===== src/rtl/apb_regfile_slave_if.sv =====
// ---------------------------------------------------------------------------
// apb_regfile_slave_if
//   APB3 bus bundle between a requester and apb_regfile_slave.
//   Signal names keep the completer's point of view (_i driven by the
//   requester, _o driven by the completer).
//   psel_i/penable_i     : select and access-phase strobe
//   paddr_i/pwrite_i     : byte address, 1 = write
//   pwdata_i             : write data
//   prdata_o             : read data, valid with pready_o on a read
//   pready_o/pslverr_o   : completion strobe and error response
// ---------------------------------------------------------------------------
interface apb_regfile_slave_if;
   logic        psel_i;
   logic        penable_i;
   logic [31:0] paddr_i;
   logic        pwrite_i;
   logic [31:0] pwdata_i;
   logic [31:0] prdata_o;
   logic        pready_o;
   logic        pslverr_o;

   modport master (
      output psel_i, penable_i, paddr_i, pwrite_i, pwdata_i,
      input  prdata_o, pready_o, pslverr_o
   );

   modport slave (
      input  psel_i, penable_i, paddr_i, pwrite_i, pwdata_i,
      output prdata_o, pready_o, pslverr_o
   );
endinterface


===== src/rtl/apb_regfile_slave.sv =====
// ---------------------------------------------------------------------------
// apb_regfile_slave
//   APB3 completer with NUM_REGS read/write 32-bit registers at byte
//   offsets 0x00..4*(NUM_REGS-1) and a read-only transfer counter
//   (XFER_CNT = {16'h0, cnt}) at index NUM_REGS. WAIT_CYCLES wait states
//   are inserted before pready_o. All outputs are registered.
//   Optional feature: define APB_SLV_ERR_EN to report out-of-range
//   accesses on pslverr_o; otherwise pslverr_o is 0 and such accesses
//   are silently dropped / read as 0.
// Ports
//   pclk   : clock, rising edge
//   preset : synchronous active-high reset
//   bus    : apb_regfile_slave_if.slave (psel/penable/paddr/pwrite/pwdata
//            in, prdata/pready/pslverr out)
// ---------------------------------------------------------------------------
module apb_regfile_slave #(
   parameter int NUM_REGS    = 4,
   parameter int WAIT_CYCLES = 1
) (
   input  logic               pclk,
   input  logic               preset,
   apb_regfile_slave_if.slave bus
);

   localparam logic [3:0] CNT_IDX   = 4'(NUM_REGS);
   localparam logic [3:0] WCNT_INIT = 4'(WAIT_CYCLES);

   typedef enum logic [1:0] {S_IDLE, S_WAIT, S_RESP} state_t;

   state_t                     state_q, state_d;
   logic [3:0]                 wcnt_q, wcnt_d;
   logic [31:0]                addr_q, addr_d;
   logic [31:0]                wdata_q, wdata_d;
   logic                       write_q, write_d;
   logic [31:0]                prdata_q, prdata_d;
   logic                       pready_q, pready_d;
   logic                       pslverr_q, pslverr_d;
   logic [NUM_REGS-1:0][31:0]  regs_q;
   logic [15:0]                cnt_q;

   // Decode works on the live bus in IDLE (so a zero-wait response can be
   // built from the setup cycle) and on the latched request otherwise.
   logic [31:0] dec_addr;
   logic        dec_write;
   logic [3:0]  dec_idx;
   logic        oor;
   logic [31:0] rd_val;
   logic [31:0] resp_data;
   logic        resp_err;

   assign dec_addr  = (state_q == S_IDLE) ? bus.paddr_i  : addr_q;
   assign dec_write = (state_q == S_IDLE) ? bus.pwrite_i : write_q;
   assign dec_idx   = dec_addr[5:2];

   assign oor = (dec_addr[1:0] != 2'b00) || (dec_addr[31:6] != '0) ||
                (dec_idx > CNT_IDX) || ((dec_idx == CNT_IDX) && dec_write);

   always_comb begin
      rd_val = '0;
      for (int k = 0; k < NUM_REGS; k++)
         if (dec_idx == 4'(k)) rd_val = regs_q[k];
      // Counter value sampled before this transfer's own increment.
      if (dec_idx == CNT_IDX) rd_val = {16'h0, cnt_q};
   end

   assign resp_data = (dec_write || oor) ? 32'h0 : rd_val;

`ifdef APB_SLV_ERR_EN
   assign resp_err = oor;
`else
   assign resp_err = 1'b0;
`endif

   // Next-state / next-output logic. The response registers are loaded on
   // the edge that enters RESP, so pready_o is high exactly during RESP.
   // Entering RESP when the count would reach zero on this access keeps
   // pready_o in cycle T1+WAIT_CYCLES despite the output register.
   always_comb begin
      state_d   = state_q;
      wcnt_d    = wcnt_q;
      addr_d    = addr_q;
      wdata_d   = wdata_q;
      write_d   = write_q;
      prdata_d  = '0;
      pready_d  = 1'b0;
      pslverr_d = 1'b0;
      case (state_q)
         S_IDLE: begin
            if (bus.psel_i && !bus.penable_i) begin
               addr_d  = bus.paddr_i;
               write_d = bus.pwrite_i;
               wdata_d = bus.pwdata_i;
               wcnt_d  = WCNT_INIT;
               if (WAIT_CYCLES == 0) begin
                  state_d   = S_RESP;
                  pready_d  = 1'b1;
                  prdata_d  = resp_data;
                  pslverr_d = resp_err;
               end else begin
                  state_d = S_WAIT;
               end
            end
         end
         S_WAIT: begin
            if (!bus.psel_i) begin
               state_d = S_IDLE;                  // abort, no side effects
            end else if (bus.penable_i) begin
               if (wcnt_q <= 4'd1) begin
                  state_d   = S_RESP;
                  wcnt_d    = '0;
                  pready_d  = 1'b1;
                  prdata_d  = resp_data;
                  pslverr_d = resp_err;
               end else begin
                  wcnt_d = wcnt_q - 4'd1;
               end
            end
         end
         S_RESP: state_d = S_IDLE;
         default: state_d = S_IDLE;
      endcase
   end

   always_ff @(posedge pclk) begin
      if (preset) begin
         state_q   <= S_IDLE;
         wcnt_q    <= '0;
         addr_q    <= '0;
         wdata_q   <= '0;
         write_q   <= 1'b0;
         prdata_q  <= '0;
         pready_q  <= 1'b0;
         pslverr_q <= 1'b0;
      end else begin
         state_q   <= state_d;
         wcnt_q    <= wcnt_d;
         addr_q    <= addr_d;
         wdata_q   <= wdata_d;
         write_q   <= write_d;
         prdata_q  <= prdata_d;
         pready_q  <= pready_d;
         pslverr_q <= pslverr_d;
      end
   end

   // Register bank and transfer counter update at the end of RESP; decode
   // there reflects the latched request.
   always_ff @(posedge pclk) begin
      if (preset) begin
         regs_q <= '0;
         cnt_q  <= '0;
      end else if (state_q == S_RESP) begin
         cnt_q <= cnt_q + 16'd1;
         if (write_q && !oor)
            for (int k = 0; k < NUM_REGS; k++)
               if (dec_idx == 4'(k)) regs_q[k] <= wdata_q;
      end
   end

   assign bus.prdata_o  = prdata_q;
   assign bus.pready_o  = pready_q;
   assign bus.pslverr_o = pslverr_q;

endmodule

===== src/flat_wrapper.sv =====
// flat-port wrapper written by rule: the top's interface ports become plain ports
module apb_regfile_slave_flat 
#(
   parameter int NUM_REGS    = 4,
   parameter int WAIT_CYCLES = 1
)
  (pclk, preset, bus_psel_i, bus_penable_i, bus_paddr_i, bus_pwrite_i, bus_pwdata_i, bus_prdata_o, bus_pready_o, bus_pslverr_o);
  apb_regfile_slave_if bus_i ();
  input  logic pclk;
  input  logic preset;
  input wire logic [$bits(bus_i.psel_i)-1:0] bus_psel_i;
  input wire logic [$bits(bus_i.penable_i)-1:0] bus_penable_i;
  input wire logic [$bits(bus_i.paddr_i)-1:0] bus_paddr_i;
  input wire logic [$bits(bus_i.pwrite_i)-1:0] bus_pwrite_i;
  input wire logic [$bits(bus_i.pwdata_i)-1:0] bus_pwdata_i;
  output wire logic [$bits(bus_i.prdata_o)-1:0] bus_prdata_o;
  output wire logic [$bits(bus_i.pready_o)-1:0] bus_pready_o;
  output wire logic [$bits(bus_i.pslverr_o)-1:0] bus_pslverr_o;
  assign bus_i.psel_i = bus_psel_i;
  assign bus_i.penable_i = bus_penable_i;
  assign bus_i.paddr_i = bus_paddr_i;
  assign bus_i.pwrite_i = bus_pwrite_i;
  assign bus_i.pwdata_i = bus_pwdata_i;
  assign bus_prdata_o = bus_i.prdata_o;
  assign bus_pready_o = bus_i.pready_o;
  assign bus_pslverr_o = bus_i.pslverr_o;
  apb_regfile_slave #(.NUM_REGS(NUM_REGS), .WAIT_CYCLES(WAIT_CYCLES)) u_core (.pclk(pclk), .preset(preset), .bus(bus_i));
endmodule

===== config.mk =====
export PLATFORM = sky130hd
export DESIGN_NAME = apb_regfile_slave_flat
export DESIGN_NICKNAME = d
export VERILOG_FILES = /design/src/rtl/apb_regfile_slave_if.sv /design/src/rtl/apb_regfile_slave.sv /design/src/flat_wrapper.sv
export SDC_FILE = /design/constraint.sdc
export NUM_CORES = 1
export LEC_CHECK = 0
export BUFFER_PORTS_ARGS = -buffer_cell sky130_fd_sc_hd__clkbuf_2
export CORE_MARGIN = 2
export CORE_UTILIZATION = 35
export CTS_CLUSTER_DIAMETER = 60
export DETAILED_ROUTE_END_ITERATION = 6
export GPL_ROUTABILITY_DRIVEN = 0
export GPL_TIMING_DRIVEN = 1
export PLACE_DENSITY = 0.65
export SETUP_SLACK_MARGIN = 0.1
export SLEW_MARGIN = 10
export SYNTH_ARGS = -nofsm -noshare
export SYNTH_HDL_FRONTEND = slang
export SYNTH_SLANG_ARGS = --single-unit

===== constraint.sdc =====
create_clock -name pclk -period 2.1 [get_ports pclk]
set_input_delay 0.42 -clock pclk [delete_from_list [all_inputs] [get_ports pclk]]
set_output_delay 0.42 -clock pclk [all_outputs]
set_load 0.03 [all_outputs]

After elaboration in Yosys (flattened, before gate mapping)
Index checks and enable logic that the tools add are counted.
Widths: inputs -> output; s select.
{"block": "totals", "ff_bits": 248, "output_inout_bits": 34, "elab_cells": 74}
{"block": "op_classes", "reduce_logical": 24, "mux": 18, "add_sub_neg": 2, "magnitude_cmp": 2, "n_eq_ne": 11, "bitwise": 4}
{"operator": "$mux 32", "n": 5}
{"operator": "$reduce_bool 26->1", "n": 1}
{"operator": "$add 16x1->16 const B", "n": 1}
{"operator": "$mux 16", "n": 1}
{"operator": "$mux 4", "n": 4}
{"operator": "$reduce_and 3->1", "n": 5}
{"operator": "$eq 4x2->1 const B", "n": 2}
{"operator": "$mux 2", "n": 4}
{"operator": "$pmux 4 s2", "n": 1}
{"operator": "$reduce_or 7->1", "n": 1}
{"operator": "$ne 2x2->1 const B", "n": 3}
{"operator": "$reduce_or 6->1", "n": 1}
{"operator": "$eq 4x1->1 const B", "n": 1}
{"operator": "$eq 4x3->1 const B", "n": 1}
{"operator": "$gt 4x3->1 const B", "n": 1}
{"operator": "$le 4x1->1 const B", "n": 1}
{"operator": "$logic_not 4->1", "n": 1}
{"operator": "$logic_or 1x1->1", "n": 4}
{"operator": "$not 1->1", "n": 4}
{"operator": "$pmux 2 s2", "n": 1}
{"operator": "$reduce_and 4->1", "n": 1}
{"operator": "$reduce_bool 2->1", "n": 2}
{"operator": "$reduce_or 4->1", "n": 1}
{"operator": "$sub 4x1->4 const B", "n": 1}
{"operator": "other kinds (9)", "n": 13}

Logic depth before layout (Yosys ltp)
Gate-level depths: netlist of the first run.
{"block": "depth", "ltp_word": 9, "mapped_depth": 9, "mapped_depth_nobuf": 6}

Least setup slack after synthesis of the first run
No wires, ideal clock.
{"block": "synth_path", "path_kind": "reg-to-reg", "from": "register u_core.state_q[1]", "to": "register u_core.prdata_q[17], in the netlist u_core.bus.prdata_o[17]", "required_time_ns": 1.976, "setup_time_ns": 0.124, "path_slack_ns": -0.106, "period_less_slack_ns": 2.206, "arrival_time_ns": 2.082, "path_stages_with_launch": 8, "cell_sequence": "dfxtp_1 -> buf_4 -> nor2_8 -> mux2i_1 -> clkbuf_1 -> mux2_2 -> a222oi_1 -> nor2_1"}
{"block": "synth_between", "elab_chain_len": 8, "word_cells_on_any_way": 23, "cone_classes": "1 x order compare; 5 x eq/ne; 6 x mux; 1 x bitwise; 10 x reduce/logical"}
{"item": "from (decl)", "line_no": "apb_regfile_slave.sv:30", "text": "state_t state_q, state_d;"}
{"item": "from (signal assigned)", "line_no": "apb_regfile_slave.sv:135", "text": "state_q <= state_d;"}
{"item": "parallel branches: the longest is 8 deep, another holds $gt 4x3->1"}
{"item": "to (signal assigned)", "line_no": "apb_regfile_slave.sv:140", "text": "prdata_q <= prdata_d;"}
{"item": "to (decl)", "line_no": "apb_regfile_slave.sv:35", "text": "logic [31:0] prdata_q, prdata_d;"}
Several ways; the timed one is not identified.
A chain may end at the register's enable or synchronous reset.

Final worst setup path of the first run
{"block": "layout_path", "from": "register u_core.state_q[1]", "to": "register u_core.prdata_q[27], in the netlist u_core.bus.prdata_o[27]"}
Same word-level chain as after synthesis.

==> results of run 1 <==
-- layout by cell type (no fill, tap or decap), drive strengths merged, types with 3 or more instances in the layout --
cell and n:
a211oi 4, a21oi 90, a222oi 32, buf 65, bufinv 6, clkbuf 138
clkinv 6, dfxtp 248, ha 3, inv 9, mux2 34, mux2i 130
nand2 156, nand2b 160, nand3 7, nand3b 4, nand4 13, nor2 42
nor2b 3, nor3 8, nor4 15, o21ai 3, or3 3, xnor2 6
xor2 10
-- timing repair --
action                                  CTS  global route
endpoints found under the setup margin  155           152
gates resized for setup                  28            42
buffers inserted                          8             1
pin swaps                                 3            16
cloned                                    3             4
-- per-stage QoR --
| step | hold WS [ns] | total power [mW] | instance area [um2] | setup slack (ns) | util |
|---|---|---|---|---|---|
| after floorplan | 0.4360 | 5.271 | 10340 | 0.1225 | - |
| after global placement | 0.4424 | 5.518 | 11550 | -0.1533 | 0.4001 |
| after detailed placement | 0.4487 | 5.526 | 11550 | -0.2038 | 0.4001 |
| after CTS | 0.07731 | 10.87 | 12820 | 0.05723 | 0.4444 |
| after global routing | 0.09551 | 11.13 | 13060 | -0.03208 | 0.4527 |
| final | 0.09914 | 10.76 | 13060 | 0.04328 | 0.4527 |
-- path summary, 6_finish.rpt --
check | from | endpoint | slack, ns | cells after the start
hold reg to reg | u_core.wdata_q[11] | u_core.wdata_q[11] | 0.45 | 2
setup / recovery | u_core.state_q[1] | u_core.bus.prdata_o[27] | 0.04 | 8
setup reg to reg | u_core.state_q[1] | u_core.bus.prdata_o[27] | 0.04 | 8
hold / removal | bus_pwdata_i[30] | u_core.wdata_q[30] | 0.1 | 3
-- worst register-to-register path: stages, from the launching register on --
cell and delay (ns):
dfxtp_4 0.37, buf_4 0.16, nor4bb_4 0.29, o2111ai_2 0.20
a211oi_2 0.33, nand4_1 0.17, buf_6 0.17, buf_12 0.15
nor2_1 0.16
-- power breakdown --
part	switching [mW]	total, mW	leakage, nW	internal [mW]
registers	0.0448	4.81	2.01	4.77
logic	0.352	0.641	2.87	0.289
clock network	1.97	5.30	0.494	3.33
total	2.37	10.8	5.37	8.39
-- registers in the layout (all words and copies together), names as in the netlist --
signal / flops
u_core.write_q: 1
u_core.wdata_q: 32
u_core.state_q: 2
u_core.bus.pready_o: 1
u_core.addr_q: 32
u_core.wcnt_q: 4
u_core.bus.prdata_o: 32
u_core.regs_q: 128
u_core.cnt_q: 16
-- per-layer routing --
| layer | wire length [um] | vias up | share of wire | global-route usage |
|---|---|---|---|---|
| met1 | 11840 | 3717 | 0.47 | 0.2104 |
| met4 | 659 | 0 | 0.026 | 0.04821 |
| met3 | 1430 | 48 | 0.056 | 0.03139 |
| met2 | 11490 | 204 | 0.45 | 0.2493 |
| met5 | 0 | - | 0 | 0 |
| li1 | - | 3923 | - | - |
-- final cells by class --
class	instances	area [um2]
fillers	2772	15790
multi-input cells	737	5164
clock inverters	16	246.5
well taps	384	480.5
repair buffers	168	1404
clock buffers	35	768.2
inverters	7	26.28
flip-flops and latches	248	4975
-- kinds of logic (layout without fill, tap and decap cells) --
group,after synthesis,after routing,synth area share
and+or+nand+nor,419,419,0.2106
DFF,248,248,0.4810
muxes,164,164,0.1632
AOI/OAI and AO/OA,134,134,0.08656
buffers and inverters,81,226,0.04110
xor gates and xnor gates,16,16,0.01358
adders and majority gates,3,3,0.003637
other,1,1,0.0003633
==> results.yml, run 1 <==
run_status:
  status: "complete, no violations"
yosys:
  syn-num-nets: 1138
  synth_edf_count: 0
  synthFlopType: "dfxtp_1"
  synth_cells: 1066
  synth_top_area_frac: 0.4810
  synth.top_cells.by_count: "dfxtp_1, nand2b_1, nand2_1, mux2i_1, a21oi_1"
  yosysTopAreaCell: "dfxtp_1"
  avgSynthCellArea_um2: 9.682
  ys_top_cells_by_area: "dfxtp_1, mux2i_1, nand2b_1"
  synth_cell_types: 43
  synthMostInstantiatedCell: "dfxtp_1"
  ys_seq_area_frac: 0.4810
  synth_area_mm2: 0.01032
  synthArstFlopShare: 0
  synth_seq_cells: 248
  synth_warnings: 0
floorplanning:
  die_h_um: 175.7
  start_util: 0.3577
  pin_count: 103
  fp.dieArea_mm2: 0.03088
  core_mm2: 0.02886
  rows: 62
  dieWidth_um: 175.7
sta:
  drv_slew: 0
  max_freq_mhz: 486.2
  rsz0062_at_grt: "yes"
  relSlewSlack: 0.4789
  fin_worst_skew_ns: 0.01228
  fin_crit_sh: 0.9794
  setup_tns_ns: 0
  hold_viol: 0
  setup_violations: 0
  tightest_slew_ns: 0.7817
  period_needed_ns: 2.057
clocking:
  numCtsBuffers: 28
  cts_tree: "yes"
  clk_pin_slew_ns: 0.06
  cts.sinks: 248
  clock_latency_ns: 0.54
  hold_buffers: 0
  htree_levels: 1
  cts_buffer_depth: 3
  root_buffer: "clkbuf_16"
global_route:
  grt-ovfl-total: 0
  grt_first_pass_wirelength_mm: 39.78
  grt_pass1_vias: 7711
  grt_usage: 0.1554
  grt_antenna_before_repair: 0
  grt_max_degree: 211
critical_path:
  max_stage_delay_ns: 0.37
  critPathTopFamily: "simple AND/OR/NAND/NOR gates"
  cp_slowest_cell: "dfxtp_4"
  cp.required_ns: 2.55
  critPathMaxFanout: 8
  cp-start-kind: "register"
  worstSetupPathType: "register to register"
  worstPathCellList: "buf_4 -> nor4bb_4 -> o2111ai_2 -> a211oi_2 -> nand4_1 -> buf_6 -> buf_12 -> nor2_1"
  cp.arrival_ns: 2.51
  worstSetupEndpointType: "register"
  cp.buffers_inverters: 3
drt:
  vias: 7892
  wl_mm: 25.41
  viasPerCell: 4.948
  drtIter0Drc: 663
  drt_pass1_iterations: 6
  ant_nets: 0
  wl_per_cell_um: 15.93
  drc: 0
finish:
  diodes: 0
  area_delta_synth_final_pct: 26.57
  fin_nets: 1262
  finalNonFillerCells: 1595
  drive_above_1_share: 0.2494
pwr:
  p_leak_nw: 5.375
  power.density_mw_per_mm2: 823.6
  irDropWorstVdd_mv: 0.4931
hold_path:
  hp-class: "input pin to register"
place:
  dp_hpwl_mm: 15.02
  dp_cells: 1528
  port_buffers: 101
flow_run:
  max_cap_viol_count: 0
Note: power is estimated with default switching activity, not from simulation.
==> run 2: changes to the inputs <==
Settings changed: CELL_PAD_IN_SITES_DETAIL_PLACEMENT from default to 0, CELL_PAD_IN_SITES_GLOBAL_PLACEMENT from default to 2, CORE_ASPECT_RATIO from default to 0.6, CORE_UTILIZATION 35 to 34, PLACE_DENSITY 0.65 to 0.87.
==> results.yml, run 2 (synthesis results as in run 1) <==
run_status:
  status: "complete, but fails checks"
  failed_checks: "negative setup slack"
pwr:
  seq_power_share: 0.473
  power.density_mw_per_mm2: 769.6
  power_frac_clock: 0.451
  finalPower_mw: 10.18
  pwr-share-comb: 0.077
  p_int_mw: 7.811
  swShare: 0.2327
  p_leak_nw: 5.501
  p_sw_mw: 2.369
  irDropWorstVdd_mv: 0.4960
drt:
  drc: 0
  viasPerCell: 4.902
  drtIter0Drc: 585
  drt_pass1_iterations: 6
  vias: 8054
  wl_per_cell_um: 16.82
  ant_nets: 0
  wl_mm: 27.63
finish:
  final_common_cell: "dfxtp_1"
  fin_area_mm2: 0.01323
  multiInputGateArea_mm2: 0.005121
  largest_reg_flops: 128
  mostFrequentLayoutCells: "dfxtp_1, nand2b_1, nand2_1"
  fill_cells: 2929
  drive_above_1_share: 0.2502
  diodes: 0
  top_register: "u_core.regs_q"
  fin_nets: 1291
  seqCellArea_mm2: 0.004967
  area_delta_synth_final_pct: 28.16
sta:
  relSlewSlack: 0.4403
  setup_slack_ns: -0.02314
  hold_viol: 0
  rsz0062_at_grt: "yes"
  period_needed_ns: 2.123
  fin_crit_sh: 1.011
  max_freq_mhz: 471.0
  drv_slew: 0
  setup_violations: 4
  tightest_slew_ns: 0.8395
  fin_worst_skew_ns: 0.02105
floorplanning:
  core_mm2: 0.02992
  dieWidth_um: 228.9
  rows: 49
  fp.dieArea_mm2: 0.03181
  pin_count: 103
  die_h_um: 139.0
  start_util: 0.3450
flow_run:
  max_cap_viol_count: 0
critical_path:
  cp.arrival_ns: 2.55
  cp-start-kind: "register"
  worstSetupPathType: "register to register"
  cp.required_ns: 2.53
  worstSetupEndpointType: "register"
  critPathMaxFanout: 8
clocking:
  root_buffer: "clkbuf_16"
  cts_tree: "yes"
  cts_buffer_depth: 3
  numCtsBuffers: 25
  cts.sinks: 248
  clock_latency_ns: 0.55
  htree_levels: 1
  clk_pin_slew_ns: 0.06
  hold_buffers: 0
place:
  port_buffers: 101
  place_area_mm2: 0.01171
  post-place-ws_ns: -0.2254
  dp_hpwl_mm: 16.56
global_route:
  grt_usage: 0.1665
  grt_pass1_vias: 7897
  grt_first_pass_wirelength_mm: 43.27
  grt_max_degree: 143
  grt-ovfl-total: 0
  grt_antenna_before_repair: 0
hold_path:
  hp-class: "input pin to register"
-- run 2: changes by cell type in the layout (fill, tap and decap cells not counted), moves of 8 or more --
cell / delta
mux2_4: +8
nor2_1: +11
mux2_2: -8
buf_6: +9
nor2_2: -11
buf_4: +17
-- run 2: layer usage --
metal / vias to the layer above / wire [um] / GRT usage
li1: 3972 / - / -
met1: 3908 / 14350 / 0.2493
met2: 143 / 11720 / 0.2499
met3: 31 / 1156 / 0.02858
met4: 0 / 406 / 0.03315
met5: - / 0 / 0
-- run 2: path summary, 6_finish.rpt --
check / from / endpoint / slack (ns) / depth (start not counted)
min reg2reg: u_core.addr_q[31] / u_core.addr_q[31] / 0.45 / 2
min: bus_pwdata_i[23] / u_core.wdata_q[23] / 0.09 / 3
max: u_core.state_q[1] / u_core.bus.prdata_o[24] / -0.02 / 10
max reg2reg: u_core.state_q[1] / u_core.bus.prdata_o[24] / -0.02 / 10
-- run 2: power groups by stage --
| stage | registers [mW] | clock network (mW) | logic (mW) |
|---|---|---|---|
| after CTS | 4.81 | 4.67 | 0.756 |
| after global routing | 4.82 | 4.90 | 0.846 |
| after detailed placement | 4.92 | 0 | 0.648 |
| final | 4.81 | 4.59 | 0.780 |
| after floorplan | 4.90 | 0 | 0.368 |
| after global placement | 4.91 | 0 | 0.644 |
-- run 2: critical path: stages (launching register included) --
cell and delay, ns:
dfxtp_2 0.33, buf_6 0.13, nor2_8 0.13, mux2i_4 0.25, buf_12 0.15, buf_12 0.10, buf_16 0.13, buf_6 0.09
mux2_4 0.28, a222oi_1 0.32, nor2_1 0.08
-- run 2: metrics by stage --
stage                     std cells  TNS [ns]    util  hold slack [ns]
after CTS                      1635         0  0.4334          0.06759
after detailed placement       1573    -28.66  0.3914           0.4467
final                          1643  -0.05781  0.4421          0.08734
after global routing           1643    -4.658  0.4421          0.08214
after floorplan                1066         0       -           0.4360
after global placement         1573    -29.37  0.3914           0.4443
-- run 2: layout make-up --
type	instances	area share
Timing Repair Buffer	200	0.1337
Clock buffer	30	0.05098
Multi-Input combinational cell	737	0.3872
Tap cell	408	0.03859
Inverter	7	0.001986
Sequential cell	248	0.3755
Clock inverter	13	0.01211
-- run 2: what timing repair did --
action	in CTS	in global routing
setup buffers	12	5
pin swaps	35	34
gates resized for setup	33	35
endpoints found under the setup margin	156	163
gates cloned	7	4
==> run 3: changes to the inputs <==
Settings changed: CORE_UTILIZATION 34 to 35, PLACE_DENSITY 0.87 to 0.86.
Clock period 2.1 ns to 2.25 ns, I/O delays scaled along.
==> results.yml, run 3 (synthesis results as in run 1) <==
finish:
  seqCellArea_mm2: 0.004971
  fin_util: 0.4420
  diodes: 0
  fin_area_mm2: 0.01277
  drive_above_1_share: 0.2201
  mostFrequentLayoutCells: "dfxtp_1, nand2b_1, nand2_1"
  area_delta_synth_final_pct: 23.72
  fill_cells: 2755
  largest_reg_flops: 128
  finalNonFillerCells: 1604
  fin_nets: 1259
  top_register: "u_core.regs_q"
  final_common_cell: "dfxtp_1"
  multiInputGateArea_mm2: 0.005016
critical_path:
  worstSetupEndpointType: "register"
  cp.required_ns: 2.71
  rrSetupSlack_ns: 0.09
  cp.buffers_inverters: 2
  cp-start-kind: "register"
  worstPathCellList: "nor4_2 -> buf_4 -> nand4_1 -> a211oi_4 -> and4_4 -> buf_12 -> mux2i_2"
  worstSetupPathType: "register to register"
  cp.arrival_ns: 2.62
  critPathMaxFanout: 6
  cp_slowest_cell: "and4_4"
  max_stage_delay_ns: 0.46
  critPathTopFamily: "simple AND/OR/NAND/NOR gates"
drt:
  wl_per_cell_um: 16.63
  ant_nets: 0
  wl_mm: 26.67
  drt_pass1_iterations: 6
  drc: 0
  viasPerCell: 4.870
  drtIter0Drc: 569
  vias: 7811
flow_run:
  max_cap_viol_count: 0
pwr:
  irDropWorstVdd_mv: 0.4047
  finalPower_mw: 9.583
  p_leak_nw: 5.277
  power.density_mw_per_mm2: 750.4
place:
  port_buffers: 101
  dp_cells: 1537
  place_area_mm2: 0.01147
  post-place-ws_ns: -0.2453
  dp_hpwl_mm: 15.88
sta:
  setup_tns_ns: 0
  relSlewSlack: 0.2367
  fin_crit_sh: 0.9607
  fin_worst_skew_ns: 0.02554
  setup_violations: 0
  rsz0062_at_grt: "yes"
  setup_slack_ns: 0.08839
  whs_ns: 0.1302
  max_freq_mhz: 462.6
  tightest_slew_ns: 1.145
  drv_slew: 0
  hold_viol: 0
  period_needed_ns: 2.162
run_status:
  status: "complete, no violations"
floorplanning:
  start_util: 0.3573
  dieWidth_um: 225.7
  die_h_um: 137.0
  rows: 48
  core_mm2: 0.02889
  pin_count: 103
  fp.dieArea_mm2: 0.03092
global_route:
  grt_pass1_vias: 7706
  grt_antenna_before_repair: 0
  grt-ovfl-total: 0
  grt_usage: 0.1670
  grt_max_degree: 245
  grt_first_pass_wirelength_mm: 41.52
clocking:
  htree_levels: 1
  cts_tree: "yes"
  root_buffer: "clkbuf_16"
  numCtsBuffers: 25
  clock_latency_ns: 0.54
  clk_pin_slew_ns: 0.06
  cts_buffer_depth: 3
  cts.sinks: 248
hold_path:
  hp-class: "input pin to register"
## run 3: routing by layer
metal  GRT usage  vias up  routed length (um)
met3     0.02984       28                1094
met2      0.2634      130               11400
met5           0        -                   0
li1            -     3905                   -
met1      0.2411     3748               13850
met4     0.02833        0                 327
## run 3: report_power, final
group          leakage, nW  total, mW  internal [mW]  switching [mW]
Sequential            2.01       4.49           4.45          0.0398
Clock                0.432       4.47           2.70            1.77
Combinational         2.84      0.620          0.276           0.343
Total                 5.28       9.58           7.43            2.15
## run 3: timing repair
action,4_1_cts,5_1_grt
setup buffers,3,9
hold buffers,0,0
gates cloned,1,10
setup endpoints to repair,64,134
gates resized for setup,4,18
pin swaps,5,19
## run 3: cell type report
class                           count  share of cell area
Multi-Input combinational cell    737              0.3928
Sequential cell                   248              0.3893
Timing Repair Buffer              168              0.1080
Clock buffer                       36             0.05693
Tap cell                          400             0.03919
Clock inverter                      8             0.01176
Inverter                            7            0.002058
## run 3: tightest hold or removal path: stages
cell and delay, ns:
clkbuf_2 0.08, nand2_1 0.05, a21oi_1 0.05
## run 3: worst paths after layout
check,cells past startpoint,to,startpoint
worst min register to register,2,u_core.addr_q[31],u_core.addr_q[31]
worst min-delay path,3,u_core.wdata_q[27],bus_pwdata_i[27]
worst max-delay path,7,u_core.regs_q[111],u_core.addr_q[30]
worst max register to register,7,u_core.regs_q[111],u_core.addr_q[30]
